### config.mk
export PLATFORM = sky130hd
export DESIGN_NAME = aes_mixcol_engine
export DESIGN_NICKNAME = d
export VERILOG_FILES = /design/src/rtl/aes_mixcol_pkg.sv /design/src/rtl/aes_mixcol_col.sv /design/src/rtl/aes_mixcol_engine.sv
export SDC_FILE = /design/constraint.sdc
export NUM_CORES = 1
export LEC_CHECK = 0
export CAP_MARGIN = 5
export CORE_ASPECT_RATIO = 1.5
export CORE_MARGIN = 4
export CORE_UTILIZATION = 40
export CTS_CLUSTER_SIZE = 28
export DETAILED_ROUTE_END_ITERATION = 12
export GPL_ROUTABILITY_DRIVEN = 0
export GPL_TIMING_DRIVEN = 1
export PLACE_DENSITY = 0.66
export SYNTH_ARGS = -nofsm -noshare
export SYNTH_HDL_FRONTEND = slang
export SYNTH_HIERARCHICAL = 1
export SYNTH_SLANG_ARGS = --single-unit
### constraint.sdc
create_clock -name clk -period 10.61 [get_ports clk]
set_input_delay 1.5915 -clock clk [delete_from_list [all_inputs] [get_ports clk]]
set_output_delay 1.5915 -clock clk [all_outputs]
set_load 0.01 [all_outputs]
### src/rtl/aes_mixcol_pkg.sv
// Shared GF(2^8) helpers and FSM encoding for the MixColumns engine.
package aes_mixcol_pkg;
  localparam logic [7:0] AES_POLY = 8'h1B;

  typedef enum logic [1:0] {IDLE, BUSY, DONE} state_t;

  function automatic logic [7:0] gf_xtime(input logic [7:0] a);
    return {a[6:0], 1'b0} ^ (a[7] ? AES_POLY : 8'h00);
  endfunction

  function automatic logic [7:0] gf_mul2(input logic [7:0] a);
    return gf_xtime(a);
  endfunction

  function automatic logic [7:0] gf_mul3(input logic [7:0] a);
    return gf_xtime(a) ^ a;
  endfunction

  function automatic logic [7:0] gf_mul9(input logic [7:0] a);
    return gf_xtime(gf_xtime(gf_xtime(a))) ^ a;
  endfunction

  function automatic logic [7:0] gf_mulB(input logic [7:0] a);
    return gf_xtime(gf_xtime(gf_xtime(a))) ^ gf_xtime(a) ^ a;
  endfunction

  function automatic logic [7:0] gf_mulD(input logic [7:0] a);
    return gf_xtime(gf_xtime(gf_xtime(a))) ^ gf_xtime(gf_xtime(a)) ^ a;
  endfunction

  function automatic logic [7:0] gf_mulE(input logic [7:0] a);
    return gf_xtime(gf_xtime(gf_xtime(a))) ^ gf_xtime(gf_xtime(a)) ^ gf_xtime(a);
  endfunction
endpackage

### src/rtl/aes_mixcol_col.sv
// One MixColumns / InvMixColumns column; byte 0 is the MSB byte of col_i.
module aes_mixcol_col
  import aes_mixcol_pkg::*;
#(
  parameter bit INV_EN = 1'b1
) (
  input  logic [31:0] col_i,
  input  logic        inv_i,
  output logic [31:0] col_o
);
  logic [3:0][7:0] a, fwd, inv;

  assign a = col_i;

  // a[3-i] holds byte i, so rotations index from the top.
  always_comb begin
    fwd = '0;
    inv = '0;
    for (int i = 0; i < 4; i++) begin
      fwd[3-i] = gf_mul2(a[3-i]) ^ gf_mul3(a[3-((i+1)%4)]) ^
                 a[3-((i+2)%4)] ^ a[3-((i+3)%4)];
      inv[3-i] = gf_mulE(a[3-i]) ^ gf_mulB(a[3-((i+1)%4)]) ^
                 gf_mulD(a[3-((i+2)%4)]) ^ gf_mul9(a[3-((i+3)%4)]);
    end
  end

  assign col_o = (INV_EN && inv_i) ? inv : fwd;
endmodule

### src/rtl/aes_mixcol_engine.sv
// Multi-cycle MixColumns/InvMixColumns engine, COLS_PER_CYCLE columns per clock,
// valid/ready on both sides, uniform latency including bypass.
module aes_mixcol_engine
  import aes_mixcol_pkg::*;
#(
  parameter int COLS_PER_CYCLE = 1,
  parameter bit INV_EN         = 1'b1
) (
  input  logic         clk,
  input  logic         rst,
  input  logic         in_valid,
  output logic         in_ready,
  input  logic [127:0] in_state,
  input  logic         in_inv,
  input  logic         in_bypass,
  output logic         out_valid,
  input  logic         out_ready,
  output logic [127:0] out_state,
  output logic         busy
);
  localparam int C    = COLS_PER_CYCLE;
  localparam int NCYC = 4 / C;

  generate
    if (C != 1 && C != 2 && C != 4) begin : g_bad_cols
      $error("aes_mixcol_engine: COLS_PER_CYCLE must be 1, 2 or 4");
    end
  endgenerate

  state_t             state_q, state_d;
  logic [1:0]         cnt_q, cnt_d;
  logic [3:0][31:0]   work_q, work_d;  // work_q[3] is column 0
  logic               inv_q, inv_d;
  logic               byp_q, byp_d;

  logic [C-1:0][1:0]  col_idx;
  logic [C-1:0][31:0] col_in, col_out;
  logic               accept;

  generate
    for (genvar k = 0; k < C; k++) begin : g_col
      assign col_idx[k] = 2'(int'(cnt_q) * C + k);
      assign col_in[k]  = work_q[2'd3 - col_idx[k]];
      aes_mixcol_col #(.INV_EN(INV_EN)) u_col (
        .col_i (col_in[k]),
        .inv_i (inv_q),
        .col_o (col_out[k])
      );
    end
  endgenerate

  assign in_ready  = (state_q == IDLE) || (state_q == DONE && out_ready);
  assign accept    = in_valid && in_ready;
  assign out_valid = (state_q == DONE);
  assign busy      = (state_q == BUSY);
  assign out_state = work_q;

  always_comb begin
    state_d = state_q;
    cnt_d   = cnt_q;
    work_d  = work_q;
    inv_d   = inv_q;
    byp_d   = byp_q;
    case (state_q)
      BUSY: begin
        if (!byp_q) begin
          for (int k = 0; k < C; k++) work_d[2'd3 - col_idx[k]] = col_out[k];
        end
        cnt_d = cnt_q + 2'd1;
        if (cnt_q == 2'(NCYC - 1)) begin
          cnt_d   = '0;
          state_d = DONE;
        end
      end
      DONE:    if (out_ready) state_d = IDLE;
      default: state_d = IDLE;
    endcase
    // Acceptance from IDLE or from DONE on the same edge the result drains.
    if (accept) begin
      work_d  = in_state;
      inv_d   = in_inv & INV_EN;
      byp_d   = in_bypass;
      cnt_d   = '0;
      state_d = BUSY;
    end
  end

  always_ff @(posedge clk or posedge rst) begin
    if (rst) begin
      state_q <= IDLE;
      cnt_q   <= '0;
      work_q  <= '0;
      inv_q   <= 1'b0;
      byp_q   <= 1'b0;
    end else begin
      state_q <= state_d;
      cnt_q   <= cnt_d;
      work_q  <= work_d;
      inv_q   <= inv_d;
      byp_q   <= byp_d;
    end
  end
endmodule

==> results.cfg, run 1 <==
[run_status]
status = finished, final reports clean

[clocking]
cts_resized = 0
cts_setup_buffers = 0
cts_max_path_buffers = 2
cts_tree = done
clkTransAtPathRegs_ns = 0.06
clock_sinks = 134
ctsRootBufferMaster = clkbuf_16
clk_latency_ns = 0.44
htree_num_levels = 4
holdBufCountCts = 0
cts_buffers = 17

[yosys]
synth_nets = 1270
netlist_top_cells_area = dfrtp_1 (29%), a211oi_2 (12%), xnor2_1 (11%)
yosysWarnings = 6
ys.flop_type = dfrtp_1
ys_seq_elements = 134
synth_top_area_cell = dfrtp_1
synth_top_family_by_area = compound AO/OA/AOI/OAI gates
netlist_area_mm2 = 0.01172
synthAdderAreaFrac = 0.004272
syn_avg_cell_area_um2 = 10.35
synthMuxAreaShare = 0.06610
async_flop_share = 1.000
synthCells = 1132
synth-simple-area-share = 0.07198
synth_compound_area_frac = 0.2916
synth_xor_area_frac = 0.1860
synth-edff-count = 0
ys_types = 39
synth_top_area_frac = 0.2862
yosysSeqAreaShare = 0.2862

[critical_path]
cp.arrival_ns = 3.44
cp_max_fo = 66
worstPathCellList = clkdlybuf4s50_1 > and2b_4 > nor2_1 > clkdlybuf4s50_1
r2r-start = cnt_q[1]$_DFFE_PP0P_
start_kind = input port
startpoint = out_ready
critPathKind = in2out
end_kind = primary output
cpMostUsedCell = clkdlybuf4s50_1
critPathRequiredTime_ns = 9.02
rr_worst_depth = 10
slowest_stage = and2b_4
max_stage_delay_ns = 0.79

[timing]
drv_slew = 0
setup_violations = 0
fin_crit_sh = 0.4745
clock_skew_ns = 0.008333
finalHoldViolCount = 0
setup-tns-final_ns = 0
rsz0062_at_grt = false
fin_crit_ns = 5.035
fin_hold_ws_ns = 0.5695
tightest_slew_ns = 1.155
finalWorstSetupSlack_ns = 5.575
fmax_ghz = 0.1986
relSlewSlack = 0.2297

[grt]
antenna_found_initial = 2
grt_max_degree = 183
track_usage = 0.2740
grt.overflow.total = 0
grt_pass1_vias = 11007
grt_pass1_wl_um = 67930

[detailed_routing]
first_iter_violations = 1094
wirelength_um = 45020
wl_per_cell_um = 26.81
drcViolationCount = 0
drt.antenna.violating_nets = 0
routed-via-count = 10707
viasPerCell = 6.377
dr.pass1.iters = 5

[placed_design]
place_inst = 1645
dp_hpwl_um = 30700
io_buffer_count = 264
place_ws_ns = 5.607

[finish]
final_common_cell = clkdlybuf4s50_1
nFillCells = 2660
syn2layout_area_growth_pct = 24.75
layout_common_cells = clkdlybuf4s50_1 (264), xnor2_1 (143), dfrtp_1 (132)
final-seq-area_mm2 = 0.003356
layout.nets = 1412
multiInputGateArea_mm2 = 0.007284
drive_gt1_frac = 0.1709
final_cell_count_no_fill = 1679

[floorplan]
rows = 76
die_area_mm2 = 0.03215
core-area_mm2 = 0.02881
initial_core_util = 0.4066
pin_count = 265
die_w_um = 147.7
die_height_um = 217.6

[worst_hold_path]
hp-start = inv_q$_DFFE_PP0P_
hold_path_depth = 1
hold_class = reg2reg

[run]
drv_cap = 0
## kinds of logic after synthesis
kind of cell | count (synthesis)
xor+xnor | 222
compound gates | 404
flops | 134
buf+inv | 165
simple gates | 166
fa+ha+maj | 4
mux | 37
## Yosys cell counts, types with 4 or more instances
cell	n
a211oi_1	16
a211oi_2	112
a21oi_1	12
a31oi_1	128
and4bb_1	4
buf_2	57
buf_4	57
buf_6	25
clkbuf_1	18
dfrtp_1	134
ha_1	4
inv_1	4
mux4_2	32
nand2_1	15
nand3_1	128
nor2_1	12
o211ai_1	128
xnor2_1	143
xnor2_2	4
xnor3_1	10
xor2_1	59
## path summary, 6_finish.rpt
path	end	slack (ns)
max in group asynchronous	out_state[29]$_DFFE_PP0P_	7.55
max reg2reg	out_state[102]$_DFFE_PP0P_	6.12
min	inv_q$_DFFE_PP0P_	0.57
min reg2reg	inv_q$_DFFE_PP0P_	0.57
min in group asynchronous	out_state[0]$_DFFE_PP0P_	1.61
max	in_ready	5.58
## registers in the layout (all words and copies together) (netlist names)
signal,cells
cnt_q,2
inv_q,1
out_state,128
state_q,2
byp_q,1
## critical path: cells and delay by family
family                 cells  cell delay [ns]
buffers and inverters      2             0.94
AND/OR/NAND/NOR            2             0.91
## per-stage QoR
stage	utilization	area (um^2)
floorplan	-	11720
global placement	0.4843	13950
detailed placement	0.4843	13950
CTS	0.5071	14610
global route	0.5073	14620
finish	0.5073	14620
## final cells by class
cell class | count | area share
Antenna cell | 2 | 0.0003424
Tap cell | 390 | 0.03338
Clock inverter | 9 | 0.01164
Clock buffer | 23 | 0.03338
Timing Repair Buffer | 284 | 0.1919
Multi-Input combinational cell | 833 | 0.4984
Inverter | 4 | 0.001370
Sequential cell | 134 | 0.2296
## per-layer routing
metal,share of wire,GRT usage,vias up
li1,-,-,4608
met1,0.37,0.3313,5355
met4,0.059,0.1692,0
met5,0,0,-
met3,0.070,0.04636,144
met2,0.50,0.4538,600
Power of run 1 is not shown: default switching activity piles up to over one toggle a cycle in this logic, so the estimate is an artifact.
==> run 2, diff against run 1 <==
- PLACE_DENSITY: 0.66 -> 0.68
- clock period: 10.61 -> 4.6 ns (I/O delays scaled with it)
==> run 2 against run 1 <==
Effect of this change:
- via count up 1.8%
- clock skew rose by 0.0018 ns
- non-clock buffer count up 12
- flip-flop and latch count unchanged
- clock-buffer cell count is 1 higher
- final cell count up 0.54%
- setup slack got worse by 5.3 ns
- highest routed layer unchanged
==> results.cfg, run 2 (same netlist as run 1, synthesis figures left out) <==
[clocking]
holdBufCountCts = 0
cts_resized = 0
clkTransAtPathRegs_ns = 0.06
ctsRootBufferMaster = clkbuf_16
htree_num_levels = 4
cts_setup_buffers = 0
clock_sinks = 134
clk_latency_ns = 0.44
cts_tree = done
cts_max_path_buffers = 2
cts_buffers = 17

[detailed_routing]
first_iter_violations = 1297
dr.pass1.iters = 5
wirelength_um = 46440
wl_per_cell_um = 27.51
viasPerCell = 6.456
drt.antenna.violating_nets = 0
drcViolationCount = 0
routed-via-count = 10898

[timing]
relSlewSlack = 0.3653
drv_slew = 0
fin_crit_ns = 4.303
clock_skew_ns = 0.01018
rsz0062_at_grt = false
fmax_ghz = 0.2324
setup_violations = 0
finalHoldViolCount = 0
setup-tns-final_ns = 0
tightest_slew_ns = 0.9520
fin_crit_sh = 0.9354

[grt]
track_usage = 0.2837
grt.overflow.total = 0
grt_max_degree = 163
grt_pass1_wl_um = 69760
antenna_found_initial = 0
grt_pass1_vias = 11298

[worst_hold_path]
hold_class = reg2reg
hold_path_depth = 1

[finish]
nFillCells = 2578
largest_reg_flops = 128
final-seq-area_mm2 = 0.003356
final_common_cell = clkdlybuf4s50_1
layout.nets = 1424
multiInputGateArea_mm2 = 0.007284
diodes = 0
drive_gt1_frac = 0.1780
layout_common_cells = clkdlybuf4s50_1 (264), xnor2_1 (143), dfrtp_1 (132)
syn2layout_area_growth_pct = 25.06

[floorplan]
rows = 76
die_w_um = 147.7
initial_core_util = 0.4066
die_height_um = 217.6
die_area_mm2 = 0.03215
pin_count = 265
core-area_mm2 = 0.02881

[critical_path]
end_kind = flop
cp.arrival_ns = 4.66
worstPathCellList = buf_4 > mux4_2 > xnor3_2 > xnor3_2 > xnor2_2 > xnor2_1 > a21oi_1 > xnor2_1 > o211ai_1 > a31oi_1
critPathRequiredTime_ns = 4.96
rr_worst_depth = 10
max_stage_delay_ns = 0.76
cp_max_fo = 21
critPathKind = reg2reg
slowest_stage = dfrtp_2
start_kind = flop

[placed_design]
io_buffer_count = 264
dp_hpwl_um = 32120

[run_status]
status = finished, final reports clean

[run]
drv_cap = 0
==> run 2: changes by cell type in the layout (fill, tap and decap cells not counted) <==
cell        previous run  this run
buf_12                 1         4
clkinv_2               4         2
clkinvlp_4             0         4
diode_2                2         0
buf_4                 19        28
bufinv_16              5         1
clkbuf_8               4         5
==> run 2: final cells by class <==
cell class / instances / share of cell area
clock inverters: 7 / 0.004782
well taps: 390 / 0.03330
repair buffers: 296 / 0.2002
clock buffers: 24 / 0.03424
flip-flops and latches: 134 / 0.2290
multi-input cells: 833 / 0.4971
inverters: 4 / 0.001366
==> run 2: critical path: cells and delay by family, from the launching register on <==
family                 cells  cell delay [ns]
buffers and inverters      1             0.42
XOR/XNOR                   5             1.96
flip-flops                 1             0.76
AO/OA/AOI/OAI              3             0.49
multiplexers               1             0.56
==> run 2: worst paths after layout <==
path | start | endpoint | slack (ns)
worst min-delay path | byp_q$_DFFE_PP0P_ | byp_q$_DFFE_PP0P_ | 0.59
min in group asynchronous | rst | out_state[0]$_DFFE_PP0P_ | 0.83
worst min register to register | byp_q$_DFFE_PP0P_ | byp_q$_DFFE_PP0P_ | 0.59
worst max register to register | cnt_q[0]$_DFFE_PP0P_ | out_state[51]$_DFFE_PP0P_ | 0.30
worst max-delay path | cnt_q[0]$_DFFE_PP0P_ | out_state[51]$_DFFE_PP0P_ | 0.30
max in group asynchronous | rst | out_state[36]$_DFFE_PP0P_ | 2.87
==> run 2: layer usage <==
| metal | share of wire | wire (um) | GRT usage | up-vias |
|---|---|---|---|---|
| met1 | 0.35 | 16430 | 0.3333 | 5349 |
| li1 | - | - | - | 4643 |
| met4 | 0.070 | 3252 | 0.1937 | 0 |
| met2 | 0.50 | 23050 | 0.4722 | 725 |
| met5 | 0 | 0 | 0 | - |
| met3 | 0.080 | 3703 | 0.04782 | 181 |
==> run 2: metrics by stage <==
step                      cells  worst slack [ns]  utilization  hold slack, ns  instance area, um^2
final                      1688            0.2971       0.5086          0.5895                14650
after global routing       1688            0.1484       0.5086          0.6162                14650
after CTS                  1688            0.3564       0.5086          0.5806                14650
after detailed placement   1657            0.3697       0.4887          0.5661                14080
after global placement     1657            0.3950       0.4887          0.5526                14080
after floorplan            1132            0.3272            -          0.4752                11720
Power of run 2 is left out for the same reason.
